### config.mk
export PLATFORM = sky130hd
export DESIGN_NAME = uart_rx_digit
export DESIGN_NICKNAME = d
export VERILOG_FILES = /design/src/rtl/uart_rx_digit.sv
export SDC_FILE = /design/constraint.sdc
export NUM_CORES = 1
export LEC_CHECK = 0
export BUFFER_PORTS_ARGS = -buffer_cell sky130_fd_sc_hd__clkbuf_2
export CAP_MARGIN = 30
export CORE_UTILIZATION = 61
export DETAILED_ROUTE_END_ITERATION = 6
export GPL_TIMING_DRIVEN = 0
export PLACE_DENSITY = 0.82
export SYNTH_ARGS = -nofsm -noshare
export SYNTH_HDL_FRONTEND = slang
export SYNTH_SLANG_ARGS = --single-unit
export TNS_END_PERCENT = 10
### constraint.sdc
create_clock -name clk -period 3.4 [get_ports clk]
set_clock_uncertainty 0.2 [all_clocks]
set_input_delay 0.17 -clock clk [delete_from_list [all_inputs] [get_ports clk]]
set_output_delay 0.17 -clock clk [all_outputs]
set_load 0.05 [all_outputs]
### src/rtl/uart_rx_digit.sv
// uart_rx_digit
// -------------
// 8N1 UART receiver that turns ASCII hexadecimal characters into 4-bit digit
// values for the 7-segment display path. Each accepted digit is presented as a
// stable nibble plus a level-toggle strobe. The downstream shift stage waits for
// a toggle, delays, then captures the nibble. Non-hex bytes are reported on
// rx_byte/byte_valid but never move digit_data or digit_toggle.
//
// Parameters
//   CLK_HZ        system clock frequency in Hz
//   BAUD          serial bit rate
//   CLKS_PER_BIT  clocks per bit (CLK_HZ/BAUD by default, must be >= 16)
//
// Ports
//   clk           system clock, rising edge
//   rst           asynchronous active-low reset
//   rx            asynchronous serial line, idle high
//   digit_data    last accepted digit value (0-15)
//   digit_toggle  inverts once per accepted digit
//   rx_byte       last byte received with a valid stop bit
//   byte_valid    one-cycle pulse when rx_byte updates
//   frame_err     one-cycle pulse when the stop bit samples low

module uart_rx_digit #(
    parameter int CLK_HZ       = 50_000_000,
    parameter int BAUD         = 115200,
    parameter int CLKS_PER_BIT = CLK_HZ / BAUD
) (
    input  logic       clk,
    input  logic       rst,
    input  logic       rx,
    output logic [3:0] digit_data,
    output logic       digit_toggle,
    output logic [7:0] rx_byte,
    output logic       byte_valid,
    output logic       frame_err
);

    // Mid-bit sampling needs a reasonable number of clocks per bit.
    generate
        if (CLKS_PER_BIT < 16) begin : g_cpb_check
            $error("uart_rx_digit: CLKS_PER_BIT must be >= 16");
        end
    endgenerate

    localparam int CNT_W = $clog2(CLKS_PER_BIT);
    localparam logic [CNT_W-1:0] HALF_LAST = CNT_W'(CLKS_PER_BIT / 2 - 1);
    localparam logic [CNT_W-1:0] BIT_LAST  = CNT_W'(CLKS_PER_BIT - 1);

    typedef enum logic [2:0] {
        IDLE      = 3'd0,
        START     = 3'd1,
        DATA      = 3'd2,
        STOP      = 3'd3,
        WAIT_IDLE = 3'd4
    } state_t;

    // Returns {is_hex, value}. Uppercase and lowercase A-F share the low
    // nibble 1..6, so adding 9 gives 10..15.
    function automatic logic [4:0] hex_decode(input logic [7:0] b);
        logic [4:0] r;
        r = 5'd0;
        if ((b >= 8'h30) && (b <= 8'h39)) begin
            r = {1'b1, b[3:0]};
        end else if (((b >= 8'h41) && (b <= 8'h46)) ||
                     ((b >= 8'h61) && (b <= 8'h66))) begin
            r = {1'b1, b[3:0] + 4'd9};
        end else begin
            r = 5'd0;
        end
        return r;
    endfunction

    logic             rx_meta_r;
    logic             rx_sync_r;
    logic             rx_prev_r;
    logic             start_edge_s;

    state_t           state_r, state_s;
    logic [CNT_W-1:0] cnt_r, cnt_s;
    logic [2:0]       idx_r, idx_s;
    logic [7:0]       shift_r, shift_s;

    logic [3:0]       digit_r, digit_s;
    logic             toggle_r, toggle_s;
    logic [7:0]       byte_r, byte_s;
    logic             byte_valid_r, byte_valid_s;
    logic             frame_err_r, frame_err_s;
    logic [4:0]       dec_s;

    // Two-flop synchronizer plus one history flop for edge detection. All reset
    // to 0 so a line held low across reset release cannot look like a start.
    always_ff @(posedge clk or negedge rst) begin
        if (!rst) begin
            rx_meta_r <= 1'b0;
            rx_sync_r <= 1'b0;
            rx_prev_r <= 1'b0;
        end else begin
            rx_meta_r <= rx;
            rx_sync_r <= rx_meta_r;
            rx_prev_r <= rx_sync_r;
        end
    end

    assign start_edge_s = rx_prev_r & ~rx_sync_r;
    assign dec_s        = hex_decode(shift_r);

    // Next-state, datapath and output computation for the receive FSM.
    always_comb begin
        state_s      = state_r;
        cnt_s        = cnt_r;
        idx_s        = idx_r;
        shift_s      = shift_r;
        digit_s      = digit_r;
        toggle_s     = toggle_r;
        byte_s       = byte_r;
        byte_valid_s = 1'b0;
        frame_err_s  = 1'b0;

        case (state_r)
            IDLE: begin
                cnt_s = {CNT_W{1'b0}};
                if (start_edge_s) begin
                    state_s = START;
                end else begin
                    state_s = IDLE;
                end
            end

            START: begin
                if (cnt_r == HALF_LAST) begin
                    cnt_s = {CNT_W{1'b0}};
                    if (!rx_sync_r) begin
                        state_s = DATA;
                        idx_s   = 3'd0;
                    end else begin
                        // Line went high again before mid start bit: glitch.
                        state_s = IDLE;
                    end
                end else begin
                    cnt_s = cnt_r + {{(CNT_W-1){1'b0}}, 1'b1};
                end
            end

            DATA: begin
                if (cnt_r == BIT_LAST) begin
                    cnt_s   = {CNT_W{1'b0}};
                    shift_s = {rx_sync_r, shift_r[7:1]};
                    if (idx_r == 3'd7) begin
                        state_s = STOP;
                    end else begin
                        idx_s = idx_r + 3'd1;
                    end
                end else begin
                    cnt_s = cnt_r + {{(CNT_W-1){1'b0}}, 1'b1};
                end
            end

            STOP: begin
                if (cnt_r == BIT_LAST) begin
                    cnt_s = {CNT_W{1'b0}};
                    if (rx_sync_r) begin
                        // Returning to IDLE at mid stop bit lets a back-to-back
                        // start edge half a bit later be caught.
                        state_s      = IDLE;
                        byte_s       = shift_r;
                        byte_valid_s = 1'b1;
                        if (dec_s[4]) begin
                            digit_s  = dec_s[3:0];
                            toggle_s = ~toggle_r;
                        end else begin
                            digit_s  = digit_r;
                            toggle_s = toggle_r;
                        end
                    end else begin
                        state_s     = WAIT_IDLE;
                        frame_err_s = 1'b1;
                    end
                end else begin
                    cnt_s = cnt_r + {{(CNT_W-1){1'b0}}, 1'b1};
                end
            end

            WAIT_IDLE: begin
                // A break holds the line low; wait it out so it yields one error.
                cnt_s = {CNT_W{1'b0}};
                if (rx_sync_r) begin
                    state_s = IDLE;
                end else begin
                    state_s = WAIT_IDLE;
                end
            end

            default: begin
                state_s = IDLE;
                cnt_s   = {CNT_W{1'b0}};
                idx_s   = 3'd0;
            end
        endcase
    end

    // FSM state, bit timing counter, bit index and shift register.
    always_ff @(posedge clk or negedge rst) begin
        if (!rst) begin
            state_r <= IDLE;
            cnt_r   <= {CNT_W{1'b0}};
            idx_r   <= 3'd0;
            shift_r <= 8'd0;
        end else begin
            state_r <= state_s;
            cnt_r   <= cnt_s;
            idx_r   <= idx_s;
            shift_r <= shift_s;
        end
    end

    // Registered outputs; digit, toggle, byte and valid all move on one edge.
    always_ff @(posedge clk or negedge rst) begin
        if (!rst) begin
            digit_r      <= 4'd0;
            toggle_r     <= 1'b0;
            byte_r       <= 8'd0;
            byte_valid_r <= 1'b0;
            frame_err_r  <= 1'b0;
        end else begin
            digit_r      <= digit_s;
            toggle_r     <= toggle_s;
            byte_r       <= byte_s;
            byte_valid_r <= byte_valid_s;
            frame_err_r  <= frame_err_s;
        end
    end

    assign digit_data   = digit_r;
    assign digit_toggle = toggle_r;
    assign rx_byte      = byte_r;
    assign byte_valid   = byte_valid_r;
    assign frame_err    = frame_err_r;

endmodule
### Yosys cells after proc, flatten, opt, wreduce, memory -nomap -nowiden

Index checks and enable logic that the tools add are counted.

| storage, ports and cells | value |
|---|---|
| output and inout port bits | 15 |
| input bits | 3 |
| logic and storage cells | 74 |
| register bits after elaboration | 41 |

| cells by class | value |
|---|---|
| bitwise operators | 4 |
| $lt $le $gt $ge | 6 |
| muxes and demuxes | 24 |
| reduce and logical (&&, ||, !) cells | 12 |
| add/subtract/negate cells | 3 |
| eq/ne operators | 13 |

Operator list:

| kind | count |
|---|---|
| 3-bit 2-to-1 mux | 9 |
| 9-bit 2-to-1 mux | 2 |
| 9-bit case mux with 2 select lines | 1 |
| 8-bit by 7-bit >= comparator with 1-bit output (second input constant) | 2 |
| 8-bit by 7-bit <= comparator with 1-bit output (second input constant) | 2 |
| 3-bit case mux with 5 select lines | 1 |
| 2-bit != test (second input constant) | 6 |
| 5-bit 2-to-1 mux | 2 |
| 9-bit by 1-bit adder with 9-bit output (second input constant) | 1 |
| 9-bit by 8-bit == test with 1-bit output (second input constant) | 1 |
| 9-bit == test (second input constant) | 1 |
| 3-bit case mux with 3 select lines | 1 |
| 8-bit by 6-bit >= comparator with 1-bit output (second input constant) | 1 |
| 8-bit by 6-bit <= comparator with 1-bit output (second input constant) | 1 |
| 4-bit AND reduction | 2 |
| 1-bit 2-to-1 mux | 7 |
| 3-bit by 2-bit == test with 1-bit output (second input constant) | 2 |
| 3-bit == test (second input constant) | 2 |
| 5-bit AND reduction | 1 |
| 4-bit adder (second input constant) | 1 |
| 3-bit by 1-bit adder with 3-bit output (second input constant) | 1 |
| 3-bit by 1-bit == test with 1-bit output (second input constant) | 1 |
| 1-bit logical AND | 3 |
| 3-bit zero test | 1 |
| 8 further kinds | 10 |

### Longest topological paths before layout

Gate-level depths: netlist (run 1).

| logic depth | value |
|---|---|
| depth after elaboration | 6 |
| mapped depth | 7 |
| depth with buffers taken out | 6 |

### Least setup slack after synthesis (run 1)

No wires, ideal clock.

| timing path | value |
|---|---|
| path kind | register -> register |
| from | reg shift_r[1] |
| to | reg digit_r[1] (netlist: digit_data[1]) |
| data required time | 3.075 ns |
| library setup time | 0.125 ns |
| period minus slack after synthesis | 1.974 ns |
| path buffers | 0 |
| setup slack | 1.426 ns |
| arrival | 1.649 ns |
| stages on the path, launching flop included | 7 |
| cells stage by stage | dfrtp_1 -> inv_1 -> ha_1 -> o21bai_1 -> a21oi_1 -> mux2_2 -> mux2_4 |

| between the ends | value |
|---|---|
| word-level cells in the longest chain between the ends | 6 |
| elaborated cells on any way between the ends | 14 |
| classes of those cells | add/sub (1); order compare (6); mux (2); reduce/logical (5) |

Ends and longest elaborated chain:

| item | line | source |
|---|---|---|
| start: declaration | 82 | `logic [7:0] shift_r, shift_s;` |
| start signal: assignment | 213 | `shift_r <= shift_s;` |
| 8-bit by 7-bit >= comparator with 1-bit output (tied with other cells) | 65 | `end else if (((b >= 8'h41) && (b <= 8'h46)) \|\|` |
| 1-bit logical AND (on tied branches) | 65, 66 |  |
| 1-bit logical OR | 65 |  |
| 5-bit 2-to-1 mux | 65 |  |
| 5-bit 2-to-1 mux (*) | 63 | `if ((b >= 8'h30) && (b <= 8'h39)) begin` |
| 4-bit AND reduction (no source line) | - |  |
| end signal: assignment | 226 | `digit_r <= digit_s;` |
| end: declaration | 84 | `logic [3:0] digit_r, digit_s;` |

Mark *: on every way between the ends. The rest lies on a longest branch, timed or not.
A chain may end at the register's enable or synchronous reset.

### Final worst setup path (run 1)

Ends and elaborated chain as after synthesis.

==> flow_summary.yaml, run 1 <==
clock_network:
  cts_htree_levels: 2
  clk_latency_ns: 0.35
  clk_pin_slew_worst_paths_ns: 0.12
  cts_setup_buffers: 0
  cts_buffers: 5
  cts.sinks: 41
  cts_tree: "done"
  clock_path_buffers: 2
  root_buffer: "clkbuf_4"
die:
  dieArea_um2: 3360
  start_util_pct: 66.9
  die_h_um: 57.9
  die_w_um: 57.9
  core_um2: 2850
  pin_count: 18
  core.rowCount: 19
global_route:
  grt_max_degree: 42
  globalRoute.totalOverflow: 0
  grt_use_met3_pct: 7.37
  grt_pass1_wl_um: 5430
  antenna_found_initial: 0
  use_met2_pct: 37.1
  grt_usage_pct: 22.2
  grt_pass1_vias: 1273
  top_usage_layer: "met2"
  use_met1_pct: 25.6
cells_and_area:
  seq_area_um2: 1030
  fin_nets: 194
  syn2layout_area_growth_pct: 12.8
  antenna_cells: 0
  multi_input_area_um2: 831
  n_fill_cell: 188
  drive_above_1_share_pct: 30.6
route:
  wl_per_cell_um: 15.2
  via_count: 1259
  avgViaCountPerCell: 5.88
  drtIter0Drc: 49
  route.detailed.drc: 1
  totalWireLength_um: 3250
  drt.antenna.violating_nets: 0
  drtPass1Iterations: 6
worst_hold_path:
  hold_class: "in -> async"
synth:
  yosysUniqueCellTypes: 39
  synth.yosys.seq_area_share_pct: 53.8
  syn_area_um2: 1910
  synthesis.nets: 167
  async_flop_share_pct: 100
  synth-edff-count: 0
  syn_avg_cell_area_um2: 12.2
  ys.warnings.count: 0
  syn_inst: 156
  ys.flop_type: "dfrtp_1"
  ys_ff_latch: 41
outcome:
  status: "complete, but fails checks"
  violations: "design-rule violations"
setup_path:
  path_max_fanout: 6
  worstSetupPathType: "reg -> reg"
  rr_worst_depth: 6
  worstPathArrival_ns: 2.28
  setup.worst_path.end_class: "register"
  critPathLaunch: "shift_r[1]"
  cp.required_ns: 3.45
  startpoint_type: "register"
  timing.rr.start: "shift_r[1]"
sta:
  relSlewSlack_pct: 68.7
  worst_pin_slew_ns: 0.469
  setup_violations: 0
  hold_ws_ns: 0.0903
  grt_setup_unrepaired: "false"
  report.final.slew_viol_count: 0
  min_period_ns: 2.23
  tns_ns: 0
  period_share_pct: 65.6
  hold_viol: 0
  fmax_mhz: 448
power:
  p_per_area_nw_per_um2: 483
  p_leak_nw: 1.03
  vdd_drop_max_mv: 0.464
place:
  gp_congestion: 0.819
  port_buffers: 17
  place_hpwl_um: 2300
run:
  drv_cap: 0
-- layout by cell type, fill, tap and decap left out, types with 4 or more instances in the layout --
master	count
clkbuf_2	17
clkbuf_4	5
dfrtp_1	41
ha_1	8
inv_1	11
mux2_2	16
nand2_1	4
nand3_1	4
nor2_1	16
xnor2_1	7
-- sequential cells by signal, summed over array words and instances (netlist names), 3 cells and up --
name,count
state_r,3
digit_data,4
rx_byte,8
idx_r,3
cnt_r,9
shift_r,8
-- cells by family (layout without fill, tap and decap cells) --
logic type / count (synthesis) / count (layout) / share of synthesized area [%]
fa+ha+maj: 8 / 8 / 5.25
simple gates: 47 / 47 / 14.6
flops: 41 / 41 / 53.8
buf+inv: 13 / 40 / 2.69
xor+xnor: 9 / 9 / 4.13
compound gates: 19 / 19 / 7.74
mux: 19 / 19 / 11.8
-- per-stage QoR --
stage	cells	power [mW]	util, %	cell area, um2	setup slack, ns
after CTS	213	1.05	74.5	2120	1.19
after detailed placement	204	0.743	71.2	2030	1.19
after global routing	214	1.10	75.4	2150	1.09
final	214	1.04	75.4	2150	1.17
after global placement	204	0.730	71.2	2030	1.30
after floorplan	156	0.694	-	1910	1.43
-- cell type report --
type / count / area share [%]
Inverter: 11 / 1.92
Clock buffer: 5 / 1.74
Timing Repair Buffer: 20 / 6.16
Sequential cell: 41 / 47.7
Tap cell: 31 / 1.80
Multi-Input combinational cell: 102 / 38.6
Buffer: 2 / 0.465
Clock inverter: 2 / 1.63
-- worst max-delay path, stage by stage (launching register included) --
cell      delay [ns]
dfrtp_1         0.46
inv_1           0.14
ha_1            0.20
o21bai_1        0.09
a21oi_1         0.39
mux2_2          0.40
mux2_4          0.26
-- synth_stat cells (2+ instances only) --
| cell type | count | area share, % |
|---|---|---|
| a31oi_1 | 3 | 0.98 |
| nand4_1 | 3 | 0.98 |
| mux2_4 | 3 | 2.4 |
| inv_1 | 11 | 2.2 |
| dfrtp_1 | 41 | 54 |
| and4b_2 | 2 | 1.2 |
| a21oi_1 | 2 | 0.52 |
| buf_2 | 2 | 0.52 |
| o21ai_0 | 3 | 0.79 |
| nand2_1 | 4 | 0.79 |
| ha_1 | 8 | 5.2 |
| o2bb2ai_1 | 3 | 1.4 |
| xnor2_1 | 7 | 3.2 |
| nor2_1 | 16 | 3.1 |
| nor3b_1 | 2 | 0.79 |
| nor2b_1 | 3 | 0.98 |
| mux2_2 | 16 | 9.4 |
| nand3_1 | 4 | 1.0 |
| or3b_2 | 2 | 0.92 |
| xor2_1 | 2 | 0.92 |
-- what timing repair did --
item	in CTS	in global routing
hold buffers	2	0
hold endpoints to repair	42	0
resized for setup	0	0
-- worst paths after layout --
path	endpoint	slack (ns)
max reg2reg	digit_data[1]	1.17
max	digit_data[1]	1.17
min in group clk	rx_sync_r	0.16
min reg2reg	rx_sync_r	0.16
min	shift_r[0]	0.09
max in group asynchronous	cnt_r[6]	2.44
-- per-layer routing --
metal | vias to the layer above | wire, um
met3 | 10 | 116
met1 | 620 | 1430
li1 | 604 | -
met5 | - | 0
met2 | 25 | 1620
met4 | 0 | 89
-- where the power goes --
part | total [mW] | switching [mW] | internal (mW) | leakage (nW)
Sequential | 0.574 | 0.0503 | 0.524 | 0.554
Clock | 0.299 | 0.150 | 0.150 | 0.0410
Combinational | 0.166 | 0.0883 | 0.0780 | 0.439
Total | 1.04 | 0.288 | 0.752 | 1.03
No activity file was read; power rests on OpenSTA's default activity.
==> inputs of run 2 (changes only) <==
CORE_UTILIZATION = 58   (was 61)
PLACE_DENSITY = 0.78   (was 0.82)
clock period = 2.15 ns   (was 3.4 ns; I/O delays follow)
==> run 2 against run 1 <==
Net effect: the run now ends clean; clock-buffer cell count unchanged; highest routed layer unchanged; combinational power increased by 52%; setup slack got worse by 1.1 ns; cell area increased by 0.29%; sequential share of layout area decreased by 0.080 points; first-iteration DRC count decreased by 6.1%; non-clock buffer count increased by 1; critical path type unchanged.
==> flow_summary.yaml, run 2 (synthesis results as in run 1) <==
worst_hold_path:
  whs_endpoint: "rx_sync_r"
  hold_depth: 0
  min-delay-start: "rx_meta_r"
  hold_class: "reg -> reg"
route:
  avgViaCountPerCell: 5.58
  wl_per_cell_um: 14.1
  route.detailed.drc: 0
  drt.antenna.violating_nets: 0
  via_count: 1278
  totalWireLength_um: 3240
  drtIter0Drc: 46
  drtPass1Iterations: 4
cells_and_area:
  stdcell_count: 229
  fin_nets: 195
  drive_above_1_share_pct: 31.9
  top_register: "cnt_r"
  n_fill_cell: 223
  antenna_cells: 0
  final_common_cell: "dfrtp_1"
  syn2layout_area_growth_pct: 13.1
  final_cell_mix: "dfrtp_1, clkbuf_2, nor2_1, mux2_2, inv_1"
  largest_reg_flops: 9
  final_area_um2: 2160
die:
  dieArea_um2: 3520
  start_util_pct: 62.0
  die_h_um: 59.4
  pin_count: 18
  core.rowCount: 20
  core_um2: 3080
  die_w_um: 59.4
setup_path:
  worstSetupPathType: "reg -> reg"
  path_max_fanout: 7
  regToRegEndpoint: "digit_data[1]"
  setup.worst_path.end_class: "register"
  timing.rr.start: "shift_r[3]"
  critPathLaunch: "shift_r[3]"
  startpoint_type: "register"
  rr_worst_depth: 4
  reg2reg_slack_ns: 0.02
  cp.required_ns: 2.19
  worstPathArrival_ns: 2.17
power:
  p_total_mw: 1.54
  p_clk_share_pct: 24.3
  p_leak_nw: 1.02
  pwr-share-comb_pct: 16.5
  vdd_drop_max_mv: 0.573
  p_per_area_nw_per_um2: 712
  cell_internal_pwr_mw: 1.07
  switching_power_mw: 0.464
  seqPwrFrac_pct: 59.2
  swShare_pct: 30.2
place:
  port_buffers: 17
  dpl.cell_count: 217
  gp_congestion: 0.819
  placed_area_um2: 2050
  place_hpwl_um: 2250
sta:
  report.final.slew_viol_count: 0
  setup_violations: 0
  hold_viol: 0
  relSlewSlack_pct: 70.0
  grt_setup_unrepaired: "false"
  fmax_mhz: 470
  period_share_pct: 98.9
  tns_ns: 0
  worst_pin_slew_ns: 0.450
  min_period_ns: 2.13
clock_network:
  clock_path_buffers: 2
  cts_tree: "done"
  cts.sinks: 41
  cts_htree_levels: 2
  clk_latency_ns: 0.34
  cts_buffers: 5
  root_buffer: "clkbuf_4"
  clk_pin_slew_worst_paths_ns: 0.12
  cts_setup_buffers: 0
global_route:
  grt_pass1_wl_um: 5370
  antenna_found_initial: 0
  grt_pass1_vias: 1254
  grt_max_degree: 42
  globalRoute.totalOverflow: 0
  grt_usage_pct: 20.9
run:
  drv_cap: 0
outcome:
  status: "finished, final reports clean"
run 2: changes by cell type in the layout (fill, tap and decap cells not counted), sizes merged:
cell         before  now
bufinv            1    0
clkinv            1    2
clkinvlp          0    1
dlygate4sd3       2    3
run 2: repair_timing:
item / 4_1_cts / 5_1_grt
endpoints found under the setup margin: 1 / 1
endpoints found under the hold margin: 42 / 1
hold buffers: 2 / 1
gates resized for setup: 1 / 1
run 2: final cells by class:
type	instances	area [um2]	area share [%]
well taps	44	55.1	2.55
multi-input cells	102	835	38.7
flip-flops and latches	41	1030	47.6
clock inverters	3	17.5	0.812
clock buffers	5	37.5	1.74
inverters	11	41.3	1.91
repair buffers	21	135	6.26
plain buffers	2	10.0	0.464
run 2: worst max path at each step:
| stage | endpoint | slack, ns | depth (start not counted) |
|---|---|---|---|
| floorplan | digit_data[1] | 0.18 | 6 |
| global placement | digit_data[1] | 0.08 | 6 |
| detailed placement | digit_data[1] | 0.007 | 6 |
| CTS | digit_data[1] | 0.03 | 4 |
| global route | digit_data[1] | 0.02 | 4 |
| finish | digit_data[1] | 0.02 | 4 |
run 2: worst max-delay path, stage by stage (launching register included):
cell and delay [ns]:
dfrtp_2 0.48, or4b_1 0.58, a311oi_2 0.24, o21a_4 0.21
mux2_4 0.31
run 2: per-layer routing:
layer,track usage [%],share of wire (%),vias up
met5,0,0,-
met4,10.9,2.1,0
met3,6.11,2.5,9
met2,36.0,52,25
met1,23.3,43,640
li1,-,-,604
run 2: power by group through the flow:
stage | Sequential (mW) | Combinational (mW) | Clock, mW
after CTS | 0.909 | 0.250 | 0.391
after global placement | 0.919 | 0.236 | 0
after floorplan | 0.903 | 0.194 | 0
after detailed placement | 0.924 | 0.245 | 0
final | 0.910 | 0.253 | 0.374
after global routing | 0.921 | 0.290 | 0.421
run 2: metrics by stage:
stage,utilization [%],setup WS (ns),hold WS (ns)
after floorplan,-,0.176,-0.388
after CTS,69.1,0.0282,0.175
after global routing,70.1,0.0244,0.186
after detailed placement,66.5,0.00697,0.0200
after global placement,66.5,0.0774,0.0189
final,70.1,0.0240,0.169
